### src/rtl/key_conditioner.sv
// key_conditioner: per-key sync, debounce, press/release/long pulses; long press enabled by KEY_CONDITIONER_LONGPRESS_EN
module key_conditioner #(
    parameter int NUM_KEYS      = 3,
    parameter int DEBOUNCE_TIME = 1000000,
    parameter int LONG_TIME     = 50000000,
    parameter int CNT_W         = 32
) (
    input  logic                clk,
    input  logic                reset_n,
    input  logic [NUM_KEYS-1:0] key_n,
    output logic [NUM_KEYS-1:0] key_level,
    output logic [NUM_KEYS-1:0] key_press,
    output logic [NUM_KEYS-1:0] key_release,
    output logic [NUM_KEYS-1:0] key_long
);
    localparam logic [CNT_W-1:0] DB = CNT_W'(DEBOUNCE_TIME);

    typedef enum logic [1:0] {IDLE, PRESS_WAIT, PRESSED, RELEASE_WAIT} state_t;

    if (DEBOUNCE_TIME < 1 || LONG_TIME < 1) begin : g_bad_param
        $error("key_conditioner: DEBOUNCE_TIME and LONG_TIME must be positive");
    end

    logic [NUM_KEYS-1:0] s1, s2;

    always_ff @(posedge clk or negedge reset_n)
        if (!reset_n) begin
            s1 <= '1;
            s2 <= '1;
        end else begin
            s1 <= key_n;
            s2 <= s1;
        end

    for (genvar g = 0; g < NUM_KEYS; g++) begin : g_key
        state_t           state;
        logic [CNT_W-1:0] cnt;
        logic             level, press, rel;
        logic             pressed;

        assign pressed = ~s2[g];

        always_ff @(posedge clk or negedge reset_n)
            if (!reset_n) begin
                state <= IDLE;
                cnt   <= '0;
                level <= 1'b0;
                press <= 1'b0;
                rel   <= 1'b0;
            end else begin
                press <= 1'b0;
                rel   <= 1'b0;
                case (state)
                    IDLE:
                        if (pressed) begin
                            state <= PRESS_WAIT;
                            cnt   <= CNT_W'(1);
                        end
                    PRESS_WAIT:
                        if (!pressed) begin
                            state <= IDLE;
                            cnt   <= '0;
                        end else if (cnt == DB) begin
                            state <= PRESSED;
                            level <= 1'b1;
                            press <= 1'b1;
                            cnt   <= '0;
                        end else
                            cnt <= cnt + CNT_W'(1);
                    PRESSED:
                        if (!pressed) begin
                            state <= RELEASE_WAIT;
                            cnt   <= CNT_W'(1);
                        end
                    RELEASE_WAIT:
                        if (pressed)
                            state <= PRESSED;
                        else if (cnt == DB) begin
                            state <= IDLE;
                            level <= 1'b0;
                            rel   <= 1'b1;
                            cnt   <= '0;
                        end else
                            cnt <= cnt + CNT_W'(1);
                    default: state <= IDLE;
                endcase
            end

        assign key_level[g]   = level;
        assign key_press[g]   = press;
        assign key_release[g] = rel;

`ifdef KEY_CONDITIONER_LONGPRESS_EN
        localparam logic [CNT_W-1:0] LT = CNT_W'(LONG_TIME);
        logic [CNT_W-1:0] hold;
        logic             lng;

        // hold keeps counting through RELEASE_WAIT so a bounce does not restart it
        always_ff @(posedge clk or negedge reset_n)
            if (!reset_n) begin
                hold <= '0;
                lng  <= 1'b0;
            end else begin
                lng <= 1'b0;
                if (state == PRESS_WAIT && pressed && cnt == DB)
                    hold <= '0;
                else if ((state == PRESSED || state == RELEASE_WAIT) && hold != LT) begin
                    hold <= hold + CNT_W'(1);
                    lng  <= (hold == LT - CNT_W'(1));
                end
            end

        assign key_long[g] = lng;
`else
        assign key_long[g] = 1'b0;
`endif
    end
endmodule

### config.mk
export PLATFORM = sky130hd
export DESIGN_NAME = key_conditioner
export DESIGN_NICKNAME = d
export VERILOG_FILES = /design/src/rtl/key_conditioner.sv
export SDC_FILE = /design/constraint.sdc
export NUM_CORES = 1
export LEC_CHECK = 0
export CORE_MARGIN = 2
export CORE_UTILIZATION = 46
export DETAILED_ROUTE_END_ITERATION = 7
export GPL_TIMING_DRIVEN = 0
export HOLD_SLACK_MARGIN = 0.02
export PLACE_DENSITY = 0.65
export SLEW_MARGIN = 10
export SYNTH_ARGS = -nofsm -noshare
export SYNTH_HDL_FRONTEND = slang
export SYNTH_SLANG_ARGS = --single-unit
### constraint.sdc
create_clock -name clk -period 2.28 [get_ports clk]
set_input_delay 0.228 -clock clk [delete_from_list [all_inputs] [get_ports clk]]
set_output_delay 0.228 -clock clk [all_outputs]
set_load 0.01 [all_outputs]
### Yosys cells after proc, flatten, opt, wreduce, memory -nomap -nowiden

Index checks and enable logic that the tools add are counted.

* flip-flop bits (word level): 117
* input bits: 5
* logic and storage cells: 140

* $add $sub $neg: 3
* eq/ne operators: 36
* multiplexer cells: 69
* reductions and logical operators: 15

Operators with widths (number)
* 32-bit two-way mux: 15
* 32-bit case mux with 4 select lines: 3
* 32-bit by 1-bit adder with 32-bit output, second input constant: 3
* 32-bit by 20-bit equality test with 1-bit output, second input constant: 3
* 2-bit two-way mux: 18
* 2-bit != test, second input constant: 18
* 1-bit two-way mux: 27
* 2-bit case mux with 4 select lines: 3
* 3-bit != test, second input constant: 6
* 5-bit AND reduction: 3
* 2-bit equality test, second input constant: 6
* 4-bit AND reduction: 3
* 3-bit AND reduction: 3
* 2-bit by 1-bit equality test with 1-bit output, second input constant: 3
* 2-bit zero test: 3
* 1-bit case mux with 2 select lines: 3
* 2-bit nonzero test: 3

### Logic depth before layout (Yosys ltp)

Gate-level depths: netlist of the first run.

* word-level depth: 4
* depth in mapped cells: 9
* depth with buffers taken out: 7

### Worst setup path after synthesis of the first run

OpenSTA, ideal clock, no wires.

* kind: register to register
* start: register g_key[2].cnt[14]
* end: register g_key[2].cnt[31]
* setup time: 124 ps
* arrival time: 2058 ps
* path slack: 98 ps
* stages on the path, launching flop included: 6
* path buffers: 0
* period minus slack after synthesis: 2182 ps
* cell sequence: dfrtp_1 -> nand4_1 -> or4_4 -> or4_4 -> o211a_1 -> a211o_1

* longest elaborated chain between the ends: 4
* elaborated cells between the ends (all ways): 6

RTL lines
* start: declaration: RTL line 37 `logic [CNT_W-1:0] cnt;`
* start signal: assignment: RTL line 69 `cnt <= cnt + CNT_W'(1);`
* start signal: assignment: RTL line 84 `cnt <= cnt + CNT_W'(1);`
* 32-bit by 1-bit adder with 32-bit output / 32-bit by 20-bit equality test with 1-bit output (equally long branches)
* 32-bit two-way mux (*): RTL line 63, 78
* 32-bit two-way mux (on tied branches): RTL line 76, 60
* 32-bit case mux with 4 select lines (*): RTL line 53 `case (state)`

Every way passes the cells marked *; elsewhere a longest branch is shown, timed or not. The select of a mux whose other input is x is not followed.
A chain may end at the register's enable or synchronous reset.

### Worst setup path in the final report of the first run

* start: register g_key[1].cnt[0]
* end: register g_key[1].cnt[14]

* longest elaborated chain between the ends: 4
* elaborated cells between the ends (all ways): 6

RTL lines (RTL line)
* start: declaration: 37
* start signal: assignment: 69
* start signal: assignment: 84
* 32-bit by 1-bit adder with 32-bit output / 32-bit by 20-bit equality test with 1-bit output (equally long branches)
* 32-bit two-way mux (*): 63, 78
* 32-bit two-way mux (on tied branches): 76, 60
* 32-bit case mux with 4 select lines (*): 53

Marked as above.

==> impl_metrics.env, run 1 <==
export IMPL_ys_flop_type="dfrtp_1"
export IMPL_cpPeakStageDelay_ns=0.40
export IMPL_h_tree_depth=4
export IMPL_die_y_um=124.0
export IMPL_finalWorstSetupSlack_ns=0.003199
export IMPL_grt_pass1_vias=5783
export IMPL_clock_skew_ns=0.009799
export IMPL_crit_chain="inv_1 > ha_1 > or3b_4 > nor4_4 > buf_4 > a221oi_4 > nor3_4 > buf_4 > nor2_1"
export IMPL_synthCells=733
export IMPL_netlist_area_um2=6626
export IMPL_placed_area_um2=7018
export IMPL_finalSetupTns_ns=0
export IMPL_cts_path_max_buffers=2
export IMPL_initial_utilization_pct=47.37
export IMPL_globalplace_congestion=0.9107
export IMPL_overflow=0
export IMPL_slew_headroom_pct=58.91
export IMPL_insertion_delay_ns=0.42
export IMPL_critPathBufInv=3
export IMPL_rrSetupSlack_ns=0.003
export IMPL_cp_common_cell="buf_4"
export IMPL_root_buffer="clkbuf_16"
export IMPL_cts_tree="yes"
export IMPL_fin_area_um2=8059
export IMPL_track_usage_pct=23.26
export IMPL_synth_async_sr_flop_share_pct=100.0
export IMPL_p_leak_nw=3.332
export IMPL_wl_um=16900
export IMPL_cts_buffers=17
export IMPL_tightest_slew_ns=0.6123
export IMPL_drc=0
export IMPL_rsz0062_at_grt="yes"
export IMPL_place_inst=929
export IMPL_pin_count=17
export IMPL_crit_fanout=7
export IMPL_peakVddDrop_v=0.0005224
export IMPL_n_fill_cell=1223
export IMPL_grt_start_max_net_pins=71
export IMPL_die_width_um=124.0
export IMPL_drtIter0Drc=467
export IMPL_min_period_ns=2.277
export IMPL_drv_slew=0
export IMPL_diodes=0
export IMPL_final_nets=802
export IMPL_vias_per_cell=6.076
export IMPL_critical_path_top_delay_family="simple AND/OR/NAND/NOR gates"
export IMPL_vias=5979
export IMPL_syn_to_final_growth_pct=21.62
export IMPL_drive_gt1_share_pct=18.28
export IMPL_numPortBuffers=13
export IMPL_yosysSeqAreaShare_pct=44.30
export IMPL_clk_pin_slew_ns=0.06
export IMPL_hp_class="in2reg"
export IMPL_synth_warnings=0
export IMPL_max_cap_violations=0
export IMPL_final_cells=984
export IMPL_dr_pass1_iters=5
export IMPL_fmax_mhz=439.2
export IMPL_yosysUniqueCellTypes=67
export IMPL_die_area_um2=15380
export IMPL_route_detailed_wl_per_inst_um=17.17
export IMPL_antenna_left=0
export IMPL_finalPower_mw=5.388
export IMPL_seq_area_um2=2949
export IMPL_antenna_found_initial=0
export IMPL_period_share_pct=99.86
export IMPL_status="finished, final reports clean"
export IMPL_setup_viol_count_final=0
export IMPL_finalHoldViolations=0
export IMPL_crit_slowest_cell="or3b_4"
export IMPL_synth_edf_count=0
export IMPL_num_rows=43
export IMPL_powerDensity_nw_per_um2=668.5
export IMPL_dp_final_hpwl_um=11070
export IMPL_multi_input_area_um2=3538
export IMPL_core_um2=13990
export IMPL_clock_sinks=117
export IMPL_grt_pass1_wl_um=28170
export IMPL_syn_area_per_cell_um2=9.040
export IMPL_synth_seq_cells=117
export IMPL_pre_cts_ws_ns=-0.5371
export IMPL_hold_slack_ns=0.2092
export IMPL_cp_start_kind="flop"
export IMPL_worst_setup_path_type="reg2reg"
export IMPL_cp_end_kind="flop"
export IMPL_final_util_pct=57.61
export IMPL_crit_required_ns=2.59
export IMPL_arrival_ns=2.58
[power breakdown]
part | internal (mW) | total, mW | switching, mW
logic | 0.176 | 0.439 | 0.263
clock network | 1.74 | 2.72 | 0.978
registers | 2.14 | 2.23 | 0.0895
total | 4.06 | 5.39 | 1.33
[state kept, by name, indices dropped and copies added (netlist names), named ones only]
register,count
g_key.level,3
g_key.rel,3
s1,3
g_key.cnt,96
s2,3
g_key.press,3
g_key.state,3
[area by class of cell]
cell class	count	area share, %
multi-input combinational	548	43.91
timing repair buffer	46	4.984
inverter	25	1.164
sequential	117	36.59
buffer	36	3.105
clock inverter	13	1.956
clock buffer	19	5.496
tap	180	2.795
[cell families after synthesis]
kind of cell / after synthesis / share of synthesized area [%]
xor+xnor: 37 / 4.890
compound gates: 160 / 15.75
fa+ha+maj: 6 / 1.133
simple gates: 342 / 29.06
buf+inv: 70 / 4.815
flops: 117 / 44.30
other cells: 1 / 0.05659
[what timing repair did]
item                                    in CTS  in global routing
setup buffers                               14                 16
hold buffers                                 1                  0
endpoints found under the setup margin      83                 79
gates cloned                                 0                  1
endpoints found under the hold margin       43                  0
resized for setup                           37                 39
pin swaps                                    5                  7
[cell usage in the layout, fill, tap and decap left out, types with 6 or more instances in the layout]
cell / count
buf_4: 43
a21oi_1: 32
nand4_1: 31
o21ai_0: 16
dfrtp_1: 100
ha_1: 6
dfrtp_2: 11
nand3_1: 43
and2_1: 8
buf_6: 6
nor2_1: 68
and3_1: 20
a41oi_1: 6
clkbuf_1: 13
nor3_1: 18
nand2_1: 54
clkbuf_16: 17
xor2_1: 30
and4_2: 6
a31oi_1: 62
a21o_1: 6
nand2b_1: 12
dfstp_2: 6
inv_1: 25
xnor2_1: 7
and4_1: 12
nor4b_1: 10
nor4_1: 16
clkdlybuf4s50_1: 12
[cell usage after synthesis, types with 4 or more instances]
master    instances  area share [%]
a211oi_1          4            0.45
a21bo_2           4            0.60
a21o_1            6            0.68
a21oi_1          32             2.4
a31oi_1          62             5.9
a41oi_1           6            0.79
and2_1            8            0.76
and3_1           21             2.0
and4_1           15             2.0
and4_2            4            0.60
buf_4            12             1.4
clkbuf_1         29             1.6
dfrtp_1         111              42
dfstp_2           6             2.4
ha_1              6             1.1
inv_1            25             1.4
nand2_1          55             3.1
nand2b_1         12             1.1
nand3_1          43             3.2
nand4_1          31             2.9
nor2_1           68             3.9
nor2b_1           4            0.38
nor3_1           20             1.5
nor3b_1           4            0.45
nor4_1           16             1.5
nor4b_1          10             1.3
nor4bb_1          4            0.60
o21ai_0          17             1.3
or3_1             5            0.47
xnor2_1           7            0.93
xor2_1           30             4.0
[final timing paths]
| path | start | end | depth (start not counted) |
|---|---|---|---|
| worst min-delay path | key_n[1] | s1[1]$_DFF_PN1_ | 1 |
| worst min register to register | s1[1]$_DFF_PN1_ | s2[1]$_DFF_PN1_ | 0 |
| worst max register to register | g_key[1].cnt[0]$_DFFE_PN0P_ | g_key[1].cnt[14]$_DFFE_PN0P_ | 9 |
| max in group asynchronous | reset_n | s2[1]$_DFF_PN1_ | 3 |
| min in group asynchronous | reset_n | g_key[0].cnt[3]$_DFFE_PN0P_ | 2 |
| worst max-delay path | g_key[1].cnt[0]$_DFFE_PN0P_ | g_key[1].cnt[14]$_DFFE_PN0P_ | 9 |
[layer usage]
metal | GRT usage [%] | part of all wire [%] | vias up
met5 | 0 | 0 | -
met4 | 9.129 | 1.6 | 0
met3 | 4.396 | 4.0 | 28
met2 | 37.95 | 49 | 153
met1 | 30.64 | 45 | 2967
li1 | - | - | 2831
Power figures use the tool's default switching activity.
==> inputs of run 2 (changes only) <==
Settings changed: CORE_MARGIN 2 to unset, PLACE_DENSITY 0.65 to unset.
==> run 2 against run 1 <==
Against the previous run: largest cell class unchanged; largest power group unchanged; critical path type unchanged; register-to-register slack better by 0.05 ns; count of clock-buffer cells in the layout grew 7; highest routed layer unchanged; cell count grew 0.91%; design area about the same; sequential power barely moved; power shrank 6.3%; sequential share of layout area is 0.058 points higher.
==> impl_metrics.env, run 2 (synthesized netlist as in run 1, its figures left out) <==
export IMPL_status="finished, final reports clean"
export IMPL_drtIter0Drc=441
export IMPL_crit_required_ns=2.58
export IMPL_pin_count=17
export IMPL_die_y_um=122.0
export IMPL_cpPeakStageDelay_ns=0.56
export IMPL_h_tree_depth=4
export IMPL_die_width_um=122.0
export IMPL_worst_setup_path_type="reg2reg"
export IMPL_cp_start_kind="flop"
export IMPL_hp_class="in2reg"
export IMPL_hold_slack_ns=0.2155
export IMPL_max_cap_violations=0
export IMPL_crit_chain="nand3_1 > or4_4 > or4_4 > o211a_1 > a211o_1"
export IMPL_r2r_end="g_key[2].cnt[31]$_DFFE_PN0P_"
export IMPL_cp_end_kind="flop"
export IMPL_cp_common_cell="or4_4"
export IMPL_setup_viol_count_final=0
export IMPL_min_period_ns=2.224
export IMPL_fin_area_um2=8056
export IMPL_overflow=0
export IMPL_reg2reg_depth=5
export IMPL_powerDensity_nw_per_um2=626.8
export IMPL_num_rows=43
export IMPL_placed_area_um2=7018
export IMPL_crit_fanout=5
export IMPL_antenna_found_initial=0
export IMPL_drive_gt1_share_pct=19.43
export IMPL_grt_pass1_wl_um=28030
export IMPL_n_fill_cell=1247
export IMPL_tightest_slew_ns=0.7374
export IMPL_crit_slowest_cell="or4_4"
export IMPL_wl_um=17220
export IMPL_track_usage_pct=24.12
export IMPL_diodes=0
export IMPL_rrSetupSlack_ns=0.06
export IMPL_final_nets=811
export IMPL_arrival_ns=2.53
export IMPL_cts_tree="yes"
export IMPL_initial_utilization_pct=47.37
export IMPL_globalplace_congestion=0.8548
export IMPL_clock_skew_ns=0.009318
export IMPL_largest_register="g_key.cnt"
export IMPL_final_util_pct=57.59
export IMPL_fmax_mhz=449.7
export IMPL_drv_slew=0
export IMPL_p_leak_nw=3.325
export IMPL_vias_per_cell=6.033
export IMPL_dp_final_hpwl_um=11310
export IMPL_route_detailed_wl_per_inst_um=17.34
export IMPL_slew_headroom_pct=50.51
export IMPL_min_path_cells=1
export IMPL_largest_reg_flops=96
export IMPL_peakVddDrop_v=0.0005734
export IMPL_critical_path_top_delay_family="simple AND/OR/NAND/NOR gates"
export IMPL_clock_sinks=117
export IMPL_final_common_cell="dfrtp_1"
export IMPL_root_buffer="clkbuf_16"
export IMPL_numPortBuffers=13
export IMPL_min_to="s1[1]$_DFF_PN1_"
export IMPL_final_cell_mix="97 x dfrtp_1, 68 x nor2_1, 59 x a31oi_1, 55 x nand2_1, 50 x buf_4"
export IMPL_vias=5991
export IMPL_insertion_delay_ns=0.42
export IMPL_cts_buffers=17
export IMPL_hp_start="key_n[1]"
export IMPL_dr_pass1_iters=5
export IMPL_critPathBufInv=0
export IMPL_clk_pin_slew_ns=0.05
export IMPL_period_share_pct=97.53
export IMPL_antenna_left=0
export IMPL_grt_start_max_net_pins=82
export IMPL_finalHoldViolations=0
export IMPL_grt_pass1_vias=5719
export IMPL_r2r_start="g_key[2].cnt[0]$_DFFE_PN0P_"
export IMPL_cts_path_max_buffers=2
export IMPL_core_um2=13990
export IMPL_drc=0
export IMPL_die_area_um2=14890
export IMPL_syn_to_final_growth_pct=21.58
run 2: cell types whose count changed in the layout (fill, tap and decap cells not counted), sizes merged:
cell	before	now
buf	51	58
bufinv	3	0
clkbuf	37	45
clkdlybuf4s15	0	1
clkinvlp	4	0
run 2: what timing repair did:
| action | CTS | global route |
|---|---|---|
| endpoints found under the hold margin | 36 | 0 |
| gates resized for setup | 41 | 35 |
| gates cloned | 1 | 0 |
| setup endpoints to repair | 83 | 81 |
| buffers inserted | 13 | 24 |
| hold buffers | 1 | 0 |
| pin swaps | 6 | 8 |
run 2: final cells by class:
cell class                 count  area (um^2)  area share, %
clock inverter                 6        30.03         0.3727
inverter                      25        93.84          1.165
tap                          180        225.2          2.795
buffer                        38        261.5          3.246
clock buffer                  26        489.2          6.072
sequential                   117         2953          36.65
timing repair buffer          53        457.9          5.684
multi-input combinational    548         3546          44.01
run 2: worst max-delay path by stage:
stage / to / startpoint / slack [ns] / cells past startpoint
detailed placement: g_key[0].cnt[8]$_DFFE_PN0P_ / g_key[0].cnt[0]$_DFFE_PN0P_ / -0.59 / 9
CTS: g_key[2].cnt[31]$_DFFE_PN0P_ / g_key[2].cnt[16]$_DFFE_PN0P_ / 0.002 / 5
floorplan: g_key[2].cnt[31]$_DFFE_PN0P_ / g_key[2].cnt[14]$_DFFE_PN0P_ / 0.1 / 5
global placement: g_key[2].cnt[15]$_DFFE_PN0P_ / reset_n / -3.66 / 1
global route: g_key[2].cnt[19]$_DFFE_PN0P_ / g_key[2].cnt[0]$_DFFE_PN0P_ / -0.01 / 8
finish: g_key[2].cnt[31]$_DFFE_PN0P_ / g_key[2].cnt[0]$_DFFE_PN0P_ / 0.06 / 5
run 2: report_power, final:
group | leakage, nW | total, mW | switching, mW | internal, mW
clock | 0.262 | 2.37 | 0.909 | 1.46
combinational | 1.49 | 0.433 | 0.251 | 0.183
sequential | 1.57 | 2.25 | 0.103 | 2.14
run 2: per-layer routing:
metal / share of wire (%) / vias up / wire [um] / GRT usage (%)
li1: - / 2870 / - / -
met4: 1.6 / 0 / 268 / 9.722
met5: 0 / - / 0 / 0
met3: 3.6 / 21 / 617 / 5.197
met1: 46 / 2987 / 7957 / 31.22
met2: 49 / 113 / 8371 / 39.09
run 2: per-stage QoR:
| step | cells | TNS (ns) | worst slack [ns] | power [mW] |
|---|---|---|---|---|
| finish | 993 | 0 | 0.05637 | 5.050 |
| floorplan | 735 | 0 | 0.09797 | 2.487 |
| CTS | 973 | 0 | 0.002061 | 5.059 |
| global placement | 928 | -439.68 | -3.664 | 2.618 |
| global route | 993 | -0.01491 | -0.009932 | 5.251 |
| detailed placement | 929 | -23.74 | -0.5940 | 2.632 |
==> inputs of run 3 (changes only) <==
Settings changed: CORE_ASPECT_RATIO set to 0.8.
==> run 3 against run 2 <==
Against the previous run: sequential power is essentially flat; global-route usage grew 0.16 points; count of clock-buffer cells in the layout shrank 8; sequential share of layout area down 0.13 points; non-clock buffer count is 11 lower; critical path type unchanged.
==> impl_metrics.env, run 3 (synthesized netlist as in run 1, its figures left out) <==
export IMPL_status="finished, final reports clean"
export IMPL_clock_sinks=117
export IMPL_critical_path_top_delay_family="simple AND/OR/NAND/NOR gates"
export IMPL_numPortBuffers=13
export IMPL_dr_pass1_iters=5
export IMPL_pre_cts_ws_ns=-0.4951
export IMPL_initial_utilization_pct=48.06
export IMPL_final_nets=800
export IMPL_antenna_found_initial=0
export IMPL_drv_slew=0
export IMPL_tightest_slew_ns=0.7062
export IMPL_slew_headroom_pct=52.60
export IMPL_final_common_cell="dfrtp_1"
export IMPL_finalWorstSetupSlack_ns=0.02068
export IMPL_arrival_ns=2.57
export IMPL_crit_fanout=5
export IMPL_wl_um=17020
export IMPL_critPathBufInv=0
export IMPL_n_fill_cell=1207
export IMPL_crit_chain="nand4_4 > or4_4 > or4_4 > o211a_1 > a211o_1"
export IMPL_cpPeakStageDelay_ns=0.57
export IMPL_grt_pass1_wl_um=28040
export IMPL_cts_path_max_buffers=2
export IMPL_clk_pin_slew_ns=0.06
export IMPL_vias_per_cell=6.037
export IMPL_largest_reg_flops=96
export IMPL_peakVddDrop_v=0.0007965
export IMPL_worst_setup_path_type="reg2reg"
export IMPL_num_rows=38
export IMPL_period_share_pct=99.09
export IMPL_p_leak_nw=3.311
export IMPL_cp_start_kind="flop"
export IMPL_pin_count=17
export IMPL_clock_skew_ns=0.008993
export IMPL_insertion_delay_ns=0.42
export IMPL_max_cap_violations=0
export IMPL_hp_class="in2reg"
export IMPL_final_cells=982
export IMPL_drtIter0Drc=521
export IMPL_drive_gt1_share_pct=18.95
export IMPL_final_cell_mix="96 x dfrtp_1, 67 x nor2_1, 61 x a31oi_1, 55 x nand2_1"
export IMPL_track_usage_pct=24.28
export IMPL_final_util_pct=58.66
export IMPL_route_detailed_wl_per_inst_um=17.33
export IMPL_cp_common_cell="or4_4"
export IMPL_diodes=0
export IMPL_grt_start_max_net_pins=79
export IMPL_die_y_um=109.4
export IMPL_min_period_ns=2.259
export IMPL_grt_pass1_vias=5495
export IMPL_syn_to_final_growth_pct=22.05
export IMPL_largest_register="g_key.cnt"
export IMPL_finalHoldViolations=0
export IMPL_vias=5928
export IMPL_finalPower_mw=5.637
export IMPL_drc=0
export IMPL_overflow=0
export IMPL_crit_slowest_cell="or4_4"
export IMPL_root_buffer="clkbuf_16"
export IMPL_setup_viol_count_final=0
export IMPL_hold_slack_ns=0.2133
export IMPL_rrSetupSlack_ns=0.02
export IMPL_cp_end_kind="flop"
export IMPL_powerDensity_nw_per_um2=697.0
export IMPL_globalplace_congestion=0.8647
export IMPL_dp_final_hpwl_um=11300
export IMPL_die_area_um2=14890
export IMPL_crit_required_ns=2.59
export IMPL_fmax_mhz=442.6
export IMPL_die_width_um=136.2
export IMPL_rsz0062_at_grt="yes"
export IMPL_core_um2=13790
export IMPL_place_inst=929
export IMPL_antenna_left=0
export IMPL_h_tree_depth=4
export IMPL_cts_tree="yes"
export IMPL_cts_buffers=17
-- run 3: cell types whose count changed in the layout (fill, tap and decap cells not counted), moves of 2 or more --
cell / before / now
bufinv_16: 0 / 5
clkinvlp_4: 0 / 5
clkbuf_8: 4 / 1
inv_2: 2 / 0
buf_4: 50 / 43
a31oi_1: 59 / 61
clkinv_2: 6 / 4
inv_1: 23 / 25
clkbuf_1: 20 / 11
-- run 3: final cells by class --
type / instances / area, um^2 / share of cell area, %
multi-input cells: 548 / 3546 / 43.84
flip-flops and latches: 117 / 2954 / 36.53
clock buffers: 18 / 439.2 / 5.430
repair buffers: 44 / 390.4 / 4.827
plain buffers: 36 / 231.5 / 2.862
well taps: 180 / 225.2 / 2.785
clock inverters: 14 / 207.7 / 2.568
inverters: 25 / 93.84 / 1.160
-- run 3: worst paths after layout --
check                                             from                            to  depth (start not counted)
max                        g_key[2].cnt[7]$_DFFE_PN0P_  g_key[2].cnt[31]$_DFFE_PN0P_                          5
min                                           key_n[0]               s1[0]$_DFF_PN1_                          1
max reg2reg                g_key[2].cnt[7]$_DFFE_PN0P_  g_key[2].cnt[31]$_DFFE_PN0P_                          5
min reg2reg                            s1[2]$_DFF_PN1_               s2[2]$_DFF_PN1_                          0
max in group asynchronous                      reset_n  g_key[2].cnt[12]$_DFFE_PN0P_                          3
min in group asynchronous                      reset_n  g_key[1].cnt[29]$_DFFE_PN0P_                          2
-- run 3: power breakdown --
part	switching (mW)	internal (mW)	leakage, nW
clock	1.00	1.96	0.304
sequential	0.0880	2.14	1.57
combinational	0.274	0.174	1.44
-- run 3: through the flow --
step	setup TNS, ns	instance area, um^2
3_5_place_dp	-23.15	7018
3_3_place_gp	-432.47	6989
2_1_floorplan	0	6634
4_1_cts	0	7829
6_report	0	8088
5_1_grt	-0.5146	8088
-- run 3: routing by layer --
metal	routed length (um)	share of wire (%)	track usage, %
met2	7507	44	35.21
met4	199	1.2	9.286
met5	0	0	0
met3	888	5.2	4.979
met1	8421	49	35.40
-- run 3: repair_timing --
item	in CTS	in global routing
hold buffers	1	0
buffers inserted	7	21
cloned	0	1
resized for setup	34	44
endpoints found under the setup margin	88	82
pin swaps	6	10
hold endpoints to repair	35	0
